### src/rtl/vr_fifo_if.sv
// Valid/ready channel: the master drives valid+data, the slave answers with rdy.
// A word transfers on any rising edge where valid and rdy are both high.
interface vr_if #(
    parameter int WIDTH = 16
);
    logic             valid;
    logic [WIDTH-1:0] data;
    logic             rdy;

    modport master (output valid, output data, input  rdy);
    modport slave  (input  valid, input  data, output rdy);
endinterface

### src/rtl/vr_fifo.sv
// First-word-fall-through FIFO, DEPTH words; one cycle from push to out_valid on an empty queue.
// in_rdy/out_valid decode only from registered occupancy, so neither side's handshake ripples through.
module vr_fifo #(
    parameter int WIDTH = 16,
    parameter int DEPTH = 4
) (
    input  logic                         clk,
    input  logic                         rst,
    vr_if.slave                          in_vr,
    vr_if.master                         out_vr,
    output logic [$clog2(DEPTH+1)-1:0]   count
);
    localparam int CW = $clog2(DEPTH + 1);
    localparam int PW = $clog2(DEPTH);
    localparam logic [CW-1:0] FULL_CNT = CW'(DEPTH);

    logic [WIDTH-1:0] r_mem [DEPTH];
    logic [PW-1:0]    r_wr_ptr;
    logic [PW-1:0]    r_rd_ptr;
    logic [CW-1:0]    r_count;

    logic w_in_rdy;
    logic w_out_vld;
    logic w_push;
    logic w_pop;

    assign w_in_rdy  = (r_count != FULL_CNT);
    assign w_out_vld = (r_count != '0);
    assign w_push    = in_vr.valid & w_in_rdy;
    assign w_pop     = w_out_vld & out_vr.rdy;

    assign in_vr.rdy    = w_in_rdy;
    assign out_vr.valid = w_out_vld;
    assign out_vr.data  = r_mem[r_rd_ptr];
    assign count        = r_count;

    // Storage carries no reset: contents are invisible while occupancy is zero.
    always_ff @(posedge clk) begin
        if (!rst && w_push) begin
            r_mem[r_wr_ptr] <= in_vr.data;
        end
    end

    // DEPTH is a power of two, so natural pointer overflow gives the modulo wrap.
    always_ff @(posedge clk) begin
        if (rst) begin
            r_wr_ptr <= '0;
            r_rd_ptr <= '0;
            r_count  <= '0;
        end else begin
            if (w_push) begin
                r_wr_ptr <= r_wr_ptr + PW'(1);
            end
            if (w_pop) begin
                r_rd_ptr <= r_rd_ptr + PW'(1);
            end
            case ({w_push, w_pop})
                2'b10:   r_count <= r_count + CW'(1);
                2'b01:   r_count <= r_count - CW'(1);
                default: r_count <= r_count;
            endcase
        end
    end
endmodule

### src/flat_wrapper.sv
// flat-port wrapper written by rule: the top's interface ports become plain ports
module vr_fifo_flat 
#(
    parameter int WIDTH = 16,
    parameter int DEPTH = 4
)
  (clk, rst, count, in_vr_valid, in_vr_data, in_vr_rdy, out_vr_valid, out_vr_data, out_vr_rdy);
  vr_if #(.WIDTH(WIDTH)) in_vr_i ();
  vr_if #(.WIDTH(WIDTH)) out_vr_i ();
  input  logic clk;
  input  logic rst;
  output logic [$clog2(DEPTH+1)-1:0] count;
  input wire logic [$bits(in_vr_i.valid)-1:0] in_vr_valid;
  input wire logic [$bits(in_vr_i.data)-1:0] in_vr_data;
  output wire logic [$bits(in_vr_i.rdy)-1:0] in_vr_rdy;
  output wire logic [$bits(out_vr_i.valid)-1:0] out_vr_valid;
  output wire logic [$bits(out_vr_i.data)-1:0] out_vr_data;
  input wire logic [$bits(out_vr_i.rdy)-1:0] out_vr_rdy;
  assign in_vr_i.valid = in_vr_valid;
  assign in_vr_i.data = in_vr_data;
  assign in_vr_rdy = in_vr_i.rdy;
  assign out_vr_valid = out_vr_i.valid;
  assign out_vr_data = out_vr_i.data;
  assign out_vr_i.rdy = out_vr_rdy;
  vr_fifo #(.WIDTH(WIDTH), .DEPTH(DEPTH)) u_core (.clk(clk), .rst(rst), .in_vr(in_vr_i), .out_vr(out_vr_i), .count(count));
endmodule
### config.mk
export PLATFORM = sky130hd
export DESIGN_NAME = vr_fifo_flat
export DESIGN_NICKNAME = d
export VERILOG_FILES = /design/src/rtl/vr_fifo_if.sv /design/src/rtl/vr_fifo.sv /design/src/flat_wrapper.sv
export SDC_FILE = /design/constraint.sdc
export NUM_CORES = 1
export LEC_CHECK = 0
export ABC_AREA = 0
export CAP_MARGIN = 20
export CORE_MARGIN = 1.5
export CORE_UTILIZATION = 56
export CTS_BUF_LIST = sky130_fd_sc_hd__clkbuf_2
export CTS_CLUSTER_SIZE = 20
export DETAILED_ROUTE_END_ITERATION = 7
export GPL_TIMING_DRIVEN = 0
export PLACE_DENSITY = 0.82
export SLEW_MARGIN = 15
export SYNTH_ARGS = -nofsm -noshare
export SYNTH_HDL_FRONTEND = slang
export SYNTH_SLANG_ARGS = --single-unit
### constraint.sdc
create_clock -name clk -period 3.1 [get_ports clk]
set_input_delay 0.62 -clock clk [delete_from_list [all_inputs] [get_ports clk]]
set_output_delay 0.62 -clock clk [all_outputs]
set_load 0.02 [all_outputs]
[Word-level counts from Yosys, hierarchy flattened]
Memory sizes are Yosys's and may differ from the RTL's. A register that Yosys moved wholly into a read port is not among the register bits.
Cells that the tools add are included.
Word-level totals
  bits of input ports: 20
  bits in registers: 7
  memory bits (writable): 64
  memories kept: 1
Memories
  u_core.r_mem: words 4, bits a word 16, read ports 1, clocked after memory_dff 1, write ports 1, line vr_fifo.sv:17  | logic [WIDTH-1:0] r_mem [DEPTH];
Operators by class
  muxes and demuxes: 5
  bitwise operators: 2
  add/sub/neg operators: 4
  equal/unequal tests: 3
  reduce and logical (&&, ||, !) cells: 4
Operators by type and width (count)
  3-bit case mux with 2 select lines: 1
  2-bit by 1-bit adder with 2-bit output (second input constant): 2
  2-bit two-way mux: 2
  3-bit by 1-bit adder with 3-bit output (second input constant): 1
  3-bit != test (second input constant): 1
  3-bit nonzero test: 1
  3-bit by 1-bit subtractor with 3-bit output (second input constant): 1
  1-bit bitwise AND: 2
  2-bit by 1-bit == test with 1-bit output (second input constant): 1
  2-bit == test (second input constant): 1
  1-bit two-way mux: 2
  2-bit nonzero test: 1
  1-bit logical AND: 1
  1-bit logical NOT: 1

[Depth between registers and ports, before layout]
Gate-level depths: netlist (run 1).
  depth after elaboration: 5
  gate-level depth with buffers: 9
  gate-level depth less buffers: 9

[Worst setup path before layout (run 1)]
No wires, ideal clock.
  kind: register to register
  start point: register u_core.r_count[0] (netlist: u_core.count[0])
  end point: memory u_core.r_mem[1][0] (enable)
  cell stages (with the launch flop): 5
  data required time: 2687 ps
  arrival time: 2330 ps
  setup time: 413 ps
  buffers on the path: 0
  period minus slack after synthesis: 2743 ps
  path slack: 357 ps
  cells stage by stage: dfxtp_1 > or3b_1 > and2_4 > inv_1 > nor3b_1
Between the ends
  longest elaborated chain between the ends: 5
RTL lines
  start, declared: line vr_fifo.sv:20  | logic [CW-1:0] r_count;
  start signal, assigned: line vr_fifo.sv:58  | 2'b10: r_count <= r_count + CW'(1);
  start signal, assigned: line vr_fifo.sv:59  | 2'b01: r_count <= r_count - CW'(1);
  start signal, assigned: line vr_fifo.sv:60  | default: r_count <= r_count;
  3-bit != test: line vr_fifo.sv:27  | assign w_in_rdy = (r_count != FULL_CNT);
  via in_vr_rdy: line flat_wrapper.sv:15  | output wire logic [$bits(in_vr_i.rdy)-1:0] in_vr_rdy;
  1-bit bitwise AND: line vr_fifo.sv:29  | assign w_push = in_vr.valid & w_in_rdy;
  1-bit logical AND: line vr_fifo.sv:39  | if (!rst && w_push) begin
  1-bit two-way mux: line vr_fifo.sv:39
  1-bit two-way mux (not written as such): line vr_fifo.sv:40  | r_mem[r_wr_ptr] <= in_vr.data;
  end, declared: line vr_fifo.sv:17
The timed path passes the listed nets, and every way through them passes these cells.

==> results of run 1 <==
## cells in the final DEF (no fill, tap or decap)
cell,n
or3b_1,1
and2_4,1
clkinv_1,1
clkdlybuf4s50_1,38
nor2_1,8
o21ai_0,1
mux2_4,1
clkinv_4,1
xnor2_1,1
ha_1,5
nor3b_2,4
fa_1,1
bufinv_16,2
buf_4,3
mux2i_1,1
clkbuf_1,1
clkbuf_2,11
or3_2,2
inv_1,6
clkbuf_4,2
edfxtp_1,64
buf_6,4
clkinvlp_4,1
xor2_1,3
o31a_2,1
nand2b_1,2
o311ai_0,1
dfxtp_1,9
a21oi_1,2
dlymetal6s2s_1,2
mux4_2,16
## state kept, by name, indices dropped and copies added (netlist names), named ones only
name and count:
u_core.r_rd_ptr 2, u_core.r_mem 64, u_core.r_wr_ptr 2, u_core.count 3
## how the worst max path moves through the flow
stage	endpoint	from	slack, ps
2_1_floorplan	u_core.r_mem[1][0]	u_core.count[0]	360
5_1_grt	out_vr_data[7]	register	-8
3_3_place_gp	u_core.r_mem[1][10]	rst	-690
4_1_cts	out_vr_data[8]	register	9
3_5_place_dp	u_core.count[2]	in_vr_valid	240
6_report	out_vr_data[2]	register	150
## worst register-to-register path, cell delays in order, from the launching register on
cell and delay, ps:
dfxtp_1 460, or3b_1 390, and2_4 190, inv_1 200, ha_1 240, inv_1 60, fa_1 370, xor2_1 160
or3_2 410, a21oi_1 150
## per-layer routing
layer / global-route usage / vias up
met5: 0 / -
met4: 0.0926 / 0
met3: 0.0590 / 8
met2: 0.334 / 38
met1: 0.236 / 715
li1: - / 647
## final cells by class
type	instances	area, sq um
clock buffer	11	55.1
inverter	6	22.5
multi-input combinational	51	662
timing repair buffer	46	462
clock inverter	5	80.1
buffer	4	30.0
tap	67	83.8
sequential	73	2100
fill	293	1260
## Yosys cell counts
cell type  instances
mux2_4             1
clkbuf_1           2
or3b_1             1
ha_1               5
xor2_1             3
nor2_1             8
dfxtp_1            9
buf_4              1
a21oi_1            2
inv_1              6
and2_4             1
buf_2              2
o31a_2             1
o21ai_0            1
nand2b_1           2
fa_1               1
mux2i_1            1
nor3b_1            4
mux4_2            16
edfxtp_1          64
o311ai_0           1
or3_2              2
xnor2_1            1
## metrics by stage
step	total power [mW]	util	cell area [sq um]	worst slack, ps	TNS, ps
2_1_floorplan	1.73	-	2790	357	0
3_3_place_gp	2.03	0.689	3280	-686	-43320
3_5_place_dp	2.08	0.705	3350	243	0
4_1_cts	2.65	0.734	3490	9.20	0
5_1_grt	2.76	0.736	3500	-7.57	-17.4
6_report	2.63	0.736	3500	146	0
## power groups by stage
stage / sequential (mW) / combinational, mW / clock [mW]
floorplan: 1.23 / 0.506 / 0
global placement: 1.21 / 0.812 / 0
detailed placement: 1.22 / 0.854 / 0
CTS: 1.20 / 0.864 / 0.591
global route: 1.22 / 0.909 / 0.631
finish: 1.20 / 0.846 / 0.580
## cell families after synthesis
kind of cell	count (synthesis)
compound gates	5
xor+xnor	4
fa+ha+maj	6
buf+inv	11
flops	73
mux	18
simple gates	18
==> flow_summary.json, run 1 <==
{
  "status": "finished, final reports clean",
  "swShare": 0.289,
  "hold_ws_ps": 533,
  "ff2ff_setup_slack_ps": 410,
  "track_usage": 0.199,
  "die_y_um": 73.6,
  "synth_area_leaders": "edfxtp_1, mux4_2, dfxtp_1, ha_1, nor2_1",
  "cts.reportedPaths.clkPinSlew_ps": 180,
  "area_growth_pct": 25.3,
  "rows": 25,
  "leakagePower_nw": 1.18,
  "die_w_um": 73.6,
  "netlist_instances": 135,
  "grt_overflow": 0,
  "post-route-period-util": 0.953,
  "vias_per_cell": 5.35,
  "highest_layer": "met4",
  "nets": 217,
  "hp-start": "u_core.r_wr_ptr[1]",
  "ios": 41,
  "whs_endpoint": "u_core.r_wr_ptr[1]",
  "fin_cells": 263,
  "start_kind": "register",
  "max_stage_delay_ps": 560,
  "synth.mux.area_fraction": 0.138,
  "r2r_end": "u_core.count[2]",
  "hold_class": "reg2reg",
  "drive_above_1_share": 0.250,
  "r2r_cells": 9,
  "pwr-share-seq": 0.458,
  "wl_per_cell_um": 17.9,
  "ir_drop_mv": 0.526,
  "root_buffer": "clkbuf_2",
  "wl_met2_um": 2540,
  "yosys.area.top_type": "edfxtp_1",
  "timing.final.crit_period_ps": 2950,
  "crit_family": "buffers and inverters",
  "vias": 1408,
  "cap_violations": 0,
  "cts_max_path_buffers": 2,
  "antenna_found_initial": 0,
  "dp_hpwl_um": 3300,
  "synth-seq-cells": 73,
  "p_sw_mw": 0.759,
  "wirelength_met1_um": 1830,
  "synthSimpleGateAreaFrac": 0.0377,
  "r2r_start": "u_core.count[2]",
  "finalSetupViolations": 0,
  "hold_viol": 0,
  "drt-total-wl_um": 4700,
  "die_area_sq_um": 5420,
  "synth-adder-area-share": 0.0296,
  "max_freq_ghz": 0.339,
  "synth_nets": 161,
  "numClockSinks": 73,
  "grt_pass1_vias": 1509,
  "powerDensity_nw_per_um2": 752,
  "cts_tree": "done",
  "final_max_slew_viol_count": 0,
  "fin_worst_skew_ps": 20.0,
  "syn_area_sq_um": 2790,
  "diodes": 0,
  "ant_nets": 0,
  "globalplace.congestion": 0.704,
  "hold_buffers": 0,
  "io_buffers": 40,
  "synth-compound-area-share": 0.0121,
  "p_int_mw": 1.87,
  "path_buf_inv": 3,
  "end_kind": "output pin",
  "worst_pin_slew_ps": 833,
  "synth_top_family_by_area": "multiplexers",
  "path_cells": "clkbuf_4, buf_6, mux4_2, clkdlybuf4s50_1",
  "p_clk_frac": 0.221,
  "combPwrFrac": 0.322,
  "htreeDepth": 3,
  "synth_cell_types": 23,
  "route.met3.wl_um": 251,
  "ys_warn_count": 0,
  "grt_pass1_wl_um": 7510,
  "yosys.area.top_type_share": 0.688,
  "cts_resized": 1,
  "syn_avg_cell_area_sq_um": 20.7,
  "cp_max_fo": 10,
  "worstSetupPathType": "reg2out",
  "holdPathStages": 2,
  "drc": 0,
  "path_depth": 4,
  "post_cts_buffers": 0,
  "drtIter0Drc": 77,
  "dr.pass1.iters": 4,
  "start_util": 0.587,
  "relSlewSlack": 0.442,
  "synth-xor-area-share": 0.0126,
  "core_sq_um": 4750,
  "cts_buffers": 9,
  "crit_arrival_ps": 2330,
  "seq_area_frac_synth": 0.753,
  "cp.required_ps": 2480,
  "clkLatencyLatePin_ps": 470,
  "crit_slowest_cell": "clkdlybuf4s50_1",
  "placed_cells": 248,
  "grt_max_degree": 13
}
Power figures use the tool's default switching activity.
==> run 2: changes to the inputs <==
--- a/config.mk
+++ b/config.mk
@@ -8,12 +8,12 @@
 export ABC_AREA = 0
 export CAP_MARGIN = 20
 export CORE_MARGIN = 1.5
-export CORE_UTILIZATION = 56
+export CORE_UTILIZATION = 50
 export CTS_BUF_LIST = sky130_fd_sc_hd__clkbuf_2
 export CTS_CLUSTER_SIZE = 20
 export DETAILED_ROUTE_END_ITERATION = 7
 export GPL_TIMING_DRIVEN = 0
-export PLACE_DENSITY = 0.82
+export PLACE_DENSITY = 0.77
 export SLEW_MARGIN = 15
 export SYNTH_ARGS = -nofsm -noshare
 export SYNTH_HDL_FRONTEND = slang
==> constraint.sdc (replaced) <==
create_clock -name clk -period 2.5 [get_ports clk]
set_input_delay 0.5 -clock clk [delete_from_list [all_inputs] [get_ports clk]]
set_output_delay 0.5 -clock clk [all_outputs]
set_load 0.02 [all_outputs]
==> run 2 against run 1 <==
Worst hold slack gained 21 ps. Critical path type is now reg2reg. Highest routed layer unchanged. Flip-flop and latch count is the same. Largest power group unchanged. Cell count grew 3.4%. Combinational power grew 31%. Register-to-register slack lost 320 ps. Power grew 26%. Largest cell class unchanged. Via count grew 1.8%.
==> flow_summary.json, run 2 (synthesis gave the netlist of run 1 again) <==
{
  "status": "finished, final reports clean",
  "rows": 27,
  "wl_per_cell_um": 18.6,
  "hold_viol": 0,
  "placed_cells": 251,
  "crit_slowest_cell": "or3_2",
  "cts_tree": "done",
  "crit_arrival_ps": 2820,
  "relSlewSlack": 0.434,
  "ir_drop_mv": 0.661,
  "place_ws_ps": -231,
  "core_sq_um": 5440,
  "post-route-period-util": 0.963,
  "use_met3": 0.0518,
  "holdPathStages": 2,
  "hold_class": "reg2reg",
  "io_buffers": 40,
  "path_buf_inv": 2,
  "nFillCells": 363,
  "drive_above_1_share": 0.355,
  "cap_violations": 0,
  "vias_per_cell": 5.27,
  "finalPower_mw": 3.32,
  "ant_nets": 0,
  "layout_setup_ws_ps": 93.6,
  "clkLatencyLatePin_ps": 470,
  "timing.final.crit_period_ps": 2410,
  "start_kind": "register",
  "layout_common_cells": "edfxtp_1, clkdlybuf4s50_1, clkbuf_2, mux4_2, nor2_1",
  "dr.pass1.iters": 4,
  "use_met2": 0.311,
  "max_freq_ghz": 0.416,
  "hold_buffers": 0,
  "nets": 221,
  "max_stage_delay_ps": 420,
  "utilization": 0.651,
  "grt_max_degree": 12,
  "cts.reportedPaths.clkPinSlew_ps": 170,
  "whs_endpoint": "u_core.r_wr_ptr[1]",
  "vias": 1433,
  "r2r_cells": 9,
  "drtIter0Drc": 154,
  "grt_pass1_wl_um": 7850,
  "die_w_um": 77.7,
  "path_cells": "or3b_4, and2_4, clkinvlp_4, ha_4, inv_1, fa_1, xor2_1, or3_2, a21oi_2",
  "grt_pass1_vias": 1507,
  "htreeDepth": 3,
  "dp_hpwl_um": 3240,
  "ios": 41,
  "drt-total-wl_um": 5050,
  "worst_pin_slew_ps": 846,
  "drc": 0,
  "leakagePower_nw": 1.21,
  "start_util": 0.513,
  "final_max_slew_viol_count": 0,
  "worstSetupPathType": "reg2reg",
  "r2r_end": "u_core.count[2]",
  "finalSetupViolations": 0,
  "die_area_sq_um": 6040,
  "fin_worst_skew_ps": 12.4,
  "numClockSinks": 73,
  "end_kind": "register",
  "hp-start": "u_core.r_wr_ptr[1]",
  "cts_max_path_buffers": 2,
  "powerDensity_nw_per_um2": 939,
  "grt_overflow": 0,
  "top_register": "u_core.r_mem",
  "cts_buffers": 9,
  "root_buffer": "clkbuf_2",
  "busiest_layer": "met2",
  "cp_max_fo": 5,
  "final_common_cell": "edfxtp_1",
  "cp.required_ps": 2920,
  "r2r_start": "u_core.count[2]",
  "diodes": 0,
  "globalplace.congestion": 0.700,
  "ff2ff_setup_slack_ps": 90,
  "area_growth_pct": 26.8,
  "largest_reg_flops": 64,
  "track_usage": 0.182,
  "antenna_found_initial": 0,
  "fin_cells": 272,
  "die_y_um": 77.7,
  "crit_family": "simple AND/OR/NAND/NOR gates",
  "met1_usage": 0.213
}
-- run 2: cell count changes in the layout (fill, tap and decap cells not counted), moves of 3 or more --
cell	before	now
buf_2	0	3
buf_4	3	7
clkbuf_2	11	17
clkdlybuf4s15_2	0	3
clkdlybuf4s50_1	38	23
dfxtp_1	9	4
dfxtp_4	0	3
dlygate4sd2_1	0	6
-- run 2: area by class of cell --
type                            instances  area (sq um)  share of cell area
Clock inverter                          4          67.6              0.0191
Multi-Input combinational cell         51           681               0.192
Tap cell                               72          90.1              0.0255
Timing Repair Buffer                   50           459               0.130
Inverter                                6          26.3             0.00742
Sequential cell                        73          2120               0.598
Clock buffer                           12          60.1              0.0170
Buffer                                  4          40.0              0.0113
-- run 2: worst max-delay path by stage --
stage | from | cells past startpoint | slack (ps) | to
global placement | rst | 3 | -1230 | u_core.r_mem[3][11]
global route | register | 4 | -1 | out_vr_data[10]
floorplan | u_core.count[0] | 4 | -160 | u_core.r_mem[1][0]
CTS | register | 4 | 6 | out_vr_data[1]
finish | u_core.count[2] | 9 | 90 | u_core.count[2]
detailed placement | in_vr_valid | 9 | -230 | u_core.count[2]
-- run 2: where the power goes --
group,switching [mW],internal (mW),leakage [nW]
Clock,0.370,0.339,0.0812
Sequential,0.0628,1.44,0.658
Combinational,0.535,0.577,0.470
-- run 2: worst min-delay path, stage by stage (launching register included) --
cell and delay [ps]:
dfxtp_1 370, nand2b_1 90, mux2i_1 70
-- run 2: timing repair --
action                                  CTS  global route
endpoints found under the setup margin   17            11
pin swaps                                 0             0
resized for setup                        43            12
setup buffers                             2             4
-- run 2: stage by stage --
stage / instance area [sq um] / setup TNS [ps] / hold WS, ps
finish: 3540 / 0 / 555
CTS: 3510 / 0 / 562
global route: 3540 / -1.62 / 580
detailed placement: 3340 / -3020 / 532
floorplan: 2800 / -9720 / 481
global placement: 3290 / -77690 / 492
-- run 2: routing by layer --
metal / routed length (um) / part of all wire
met1: 1970 / 0.39
met2: 2750 / 0.54
met3: 221 / 0.044
met4: 111 / 0.022
met5: 0 / 0
==> run 3: changes to the inputs <==
--- a/config.mk
+++ b/config.mk
@@ -6,14 +6,14 @@
 export NUM_CORES = 1
 export LEC_CHECK = 0
 export ABC_AREA = 0
-export CAP_MARGIN = 20
+export CAP_MARGIN = 40
 export CORE_MARGIN = 1.5
 export CORE_UTILIZATION = 50
 export CTS_BUF_LIST = sky130_fd_sc_hd__clkbuf_2
-export CTS_CLUSTER_SIZE = 20
+export CTS_CLUSTER_SIZE = 12
 export DETAILED_ROUTE_END_ITERATION = 7
 export GPL_TIMING_DRIVEN = 0
-export PLACE_DENSITY = 0.77
+export PLACE_DENSITY = 0.75
 export SLEW_MARGIN = 15
 export SYNTH_ARGS = -nofsm -noshare
 export SYNTH_HDL_FRONTEND = slang
==> run 3 against run 2 <==
Global-route usage shrank 0.44 points. Power shrank 3.0%. Design area shrank 0.39%. Die area is the same. Flip-flop and latch count is the same. Sequential power is essentially flat. Worst hold slack lost 20 ps. Count of clock-buffer cells in the layout shrank 1. Register-to-register slack gained 40 ps. Worst setup slack lost 27 ps. Highest routed layer unchanged.
==> flow_summary.json, run 3 (synthesis gave the netlist of run 1 again) <==
{
  "status": "finished, final reports clean",
  "r2r_end": "u_core.count[2]",
  "fin_worst_skew_ps": 17.0,
  "cts_tree": "done",
  "globalplace.congestion": 0.703,
  "drtIter0Drc": 132,
  "grt_pass1_vias": 1531,
  "timing.final.crit_period_ps": 2430,
  "holdPathStages": 2,
  "p_clk_frac": 0.183,
  "r2r_cells": 9,
  "path_buf_inv": 3,
  "cap_violations": 0,
  "die_w_um": 77.7,
  "grt_overflow": 0,
  "relSlewSlack": 0.446,
  "end_kind": "output pin",
  "drive_above_1_share": 0.338,
  "crit_arrival_ps": 1930,
  "dr.pass1.iters": 4,
  "ios": 41,
  "wirelength_met1_um": 1930,
  "p_sw_mw": 0.967,
  "numClockSinks": 73,
  "ir_drop_mv": 0.757,
  "clkLatencyLatePin_ps": 470,
  "die_y_um": 77.7,
  "final_max_slew_viol_count": 0,
  "antenna_found_initial": 0,
  "leakagePower_nw": 1.20,
  "hold_class": "reg2reg",
  "post-route-period-util": 0.973,
  "cts_max_path_buffers": 2,
  "drc": 0,
  "wl_per_cell_um": 18.2,
  "r2r_start": "u_core.count[1]",
  "highest_layer": "met4",
  "track_usage": 0.178,
  "vias_per_cell": 5.35,
  "crit_family": "buffers and inverters",
  "finalSetupViolations": 0,
  "crit_slowest_cell": "mux4_2",
  "max_stage_delay_ps": 500,
  "area_growth_pct": 26.3,
  "hp-start": "u_core.r_wr_ptr[1]",
  "layout_common_cells": "edfxtp_1, clkdlybuf4s50_1, mux4_2, clkbuf_2, buf_4",
  "worst_pin_slew_ps": 828,
  "diodes": 0,
  "finalPower_mw": 3.23,
  "grt_max_degree": 12,
  "cp_max_fo": 5,
  "cts.reportedPaths.clkPinSlew_ps": 170,
  "max_freq_ghz": 0.411,
  "cp.required_ps": 2000,
  "ant_nets": 0,
  "hold_ws_ps": 535,
  "vias": 1461,
  "rows": 27,
  "start_util": 0.513,
  "final_common_cell": "edfxtp_1",
  "worstSetupPathType": "reg2out",
  "top_register": "u_core.r_mem",
  "whs_endpoint": "u_core.r_wr_ptr[1]",
  "cts_buffers": 9,
  "powerDensity_nw_per_um2": 915,
  "combPwrFrac": 0.355,
  "nFillCells": 389,
  "wl_met2_um": 2660,
  "htreeDepth": 3,
  "nets": 222,
  "grt_pass1_wl_um": 7650,
  "pwr-share-seq": 0.462,
  "route.met3.wl_um": 263,
  "largest_reg_flops": 64,
  "ff2ff_setup_slack_ps": 130,
  "die_area_sq_um": 6040,
  "p_int_mw": 2.26,
  "path_cells": "buf_6, buf_4, mux4_2, dlygate4sd2_1",
  "start_kind": "register",
  "drt-total-wl_um": 4980,
  "root_buffer": "clkbuf_2",
  "core_sq_um": 5440,
  "fin_setup_tns_ps": 0,
  "swShare": 0.300,
  "dp_hpwl_um": 3310,
  "io_buffers": 40,
  "hold_viol": 0
}
## run 3: repair_timing
item / 4_1_cts / 5_1_grt
hold buffers: 0 / 0
gates cloned: 0 / 0
hold endpoints to repair: 0 / 0
pin swaps: 0 / 1
setup endpoints to repair: 17 / 12
buffers inserted: 3 / 4
resized for setup: 43 / 7
## run 3: cell type report
type	count	area, sq um	area share
sequential	73	2110	0.599
multi-input combinational	51	674	0.191
timing repair buffer	51	479	0.136
tap	72	90.1	0.0256
clock buffer	11	55.1	0.0156
clock inverter	5	46.3	0.0131
buffer	4	42.5	0.0121
inverter	6	26.3	0.00745
## run 3: worst max path at each step
stage,slack (ps),cells past startpoint,endpoint
after floorplan,-160,4,u_core.r_mem[1][0]
after global placement,-1210,3,u_core.r_mem[0][14]
after detailed placement,-250,9,u_core.count[2]
after CTS,9,4,out_vr_data[8]
after global routing,-20,4,out_vr_data[6]
final,70,4,out_vr_data[12]
## run 3: tightest hold or removal path, stage by stage (launching register included)
cell and delay (ps):
dfxtp_1 370, nand2b_1 80, mux2i_1 60
## run 3: power groups by stage
| stage | combinational (mW) | clock [mW] | sequential [mW] |
|---|---|---|---|
| global placement | 1.02 | 0 | 1.51 |
| global route | 1.23 | 0.653 | 1.50 |
| floorplan | 0.631 | 0 | 1.52 |
| finish | 1.15 | 0.590 | 1.49 |
| CTS | 1.09 | 0.605 | 1.49 |
| detailed placement | 1.06 | 0 | 1.52 |
## run 3: metal layers
metal  vias up  global-route usage
li1        656                   -
met2        52               0.297
met4         0              0.0745
met5         -                   0
met1       743               0.210
met3        10              0.0600
## run 3: metrics by stage
step,cell area [sq um],setup WS (ps),utilization,cells
6_report,3530,67.0,0.648,273
5_1_grt,3530,-23.1,0.648,273
4_1_cts,3500,9.35,0.643,269
3_5_place_dp,3340,-252,0.614,251
3_3_place_gp,3290,-1210,0.604,247
2_1_floorplan,2800,-160,-,135
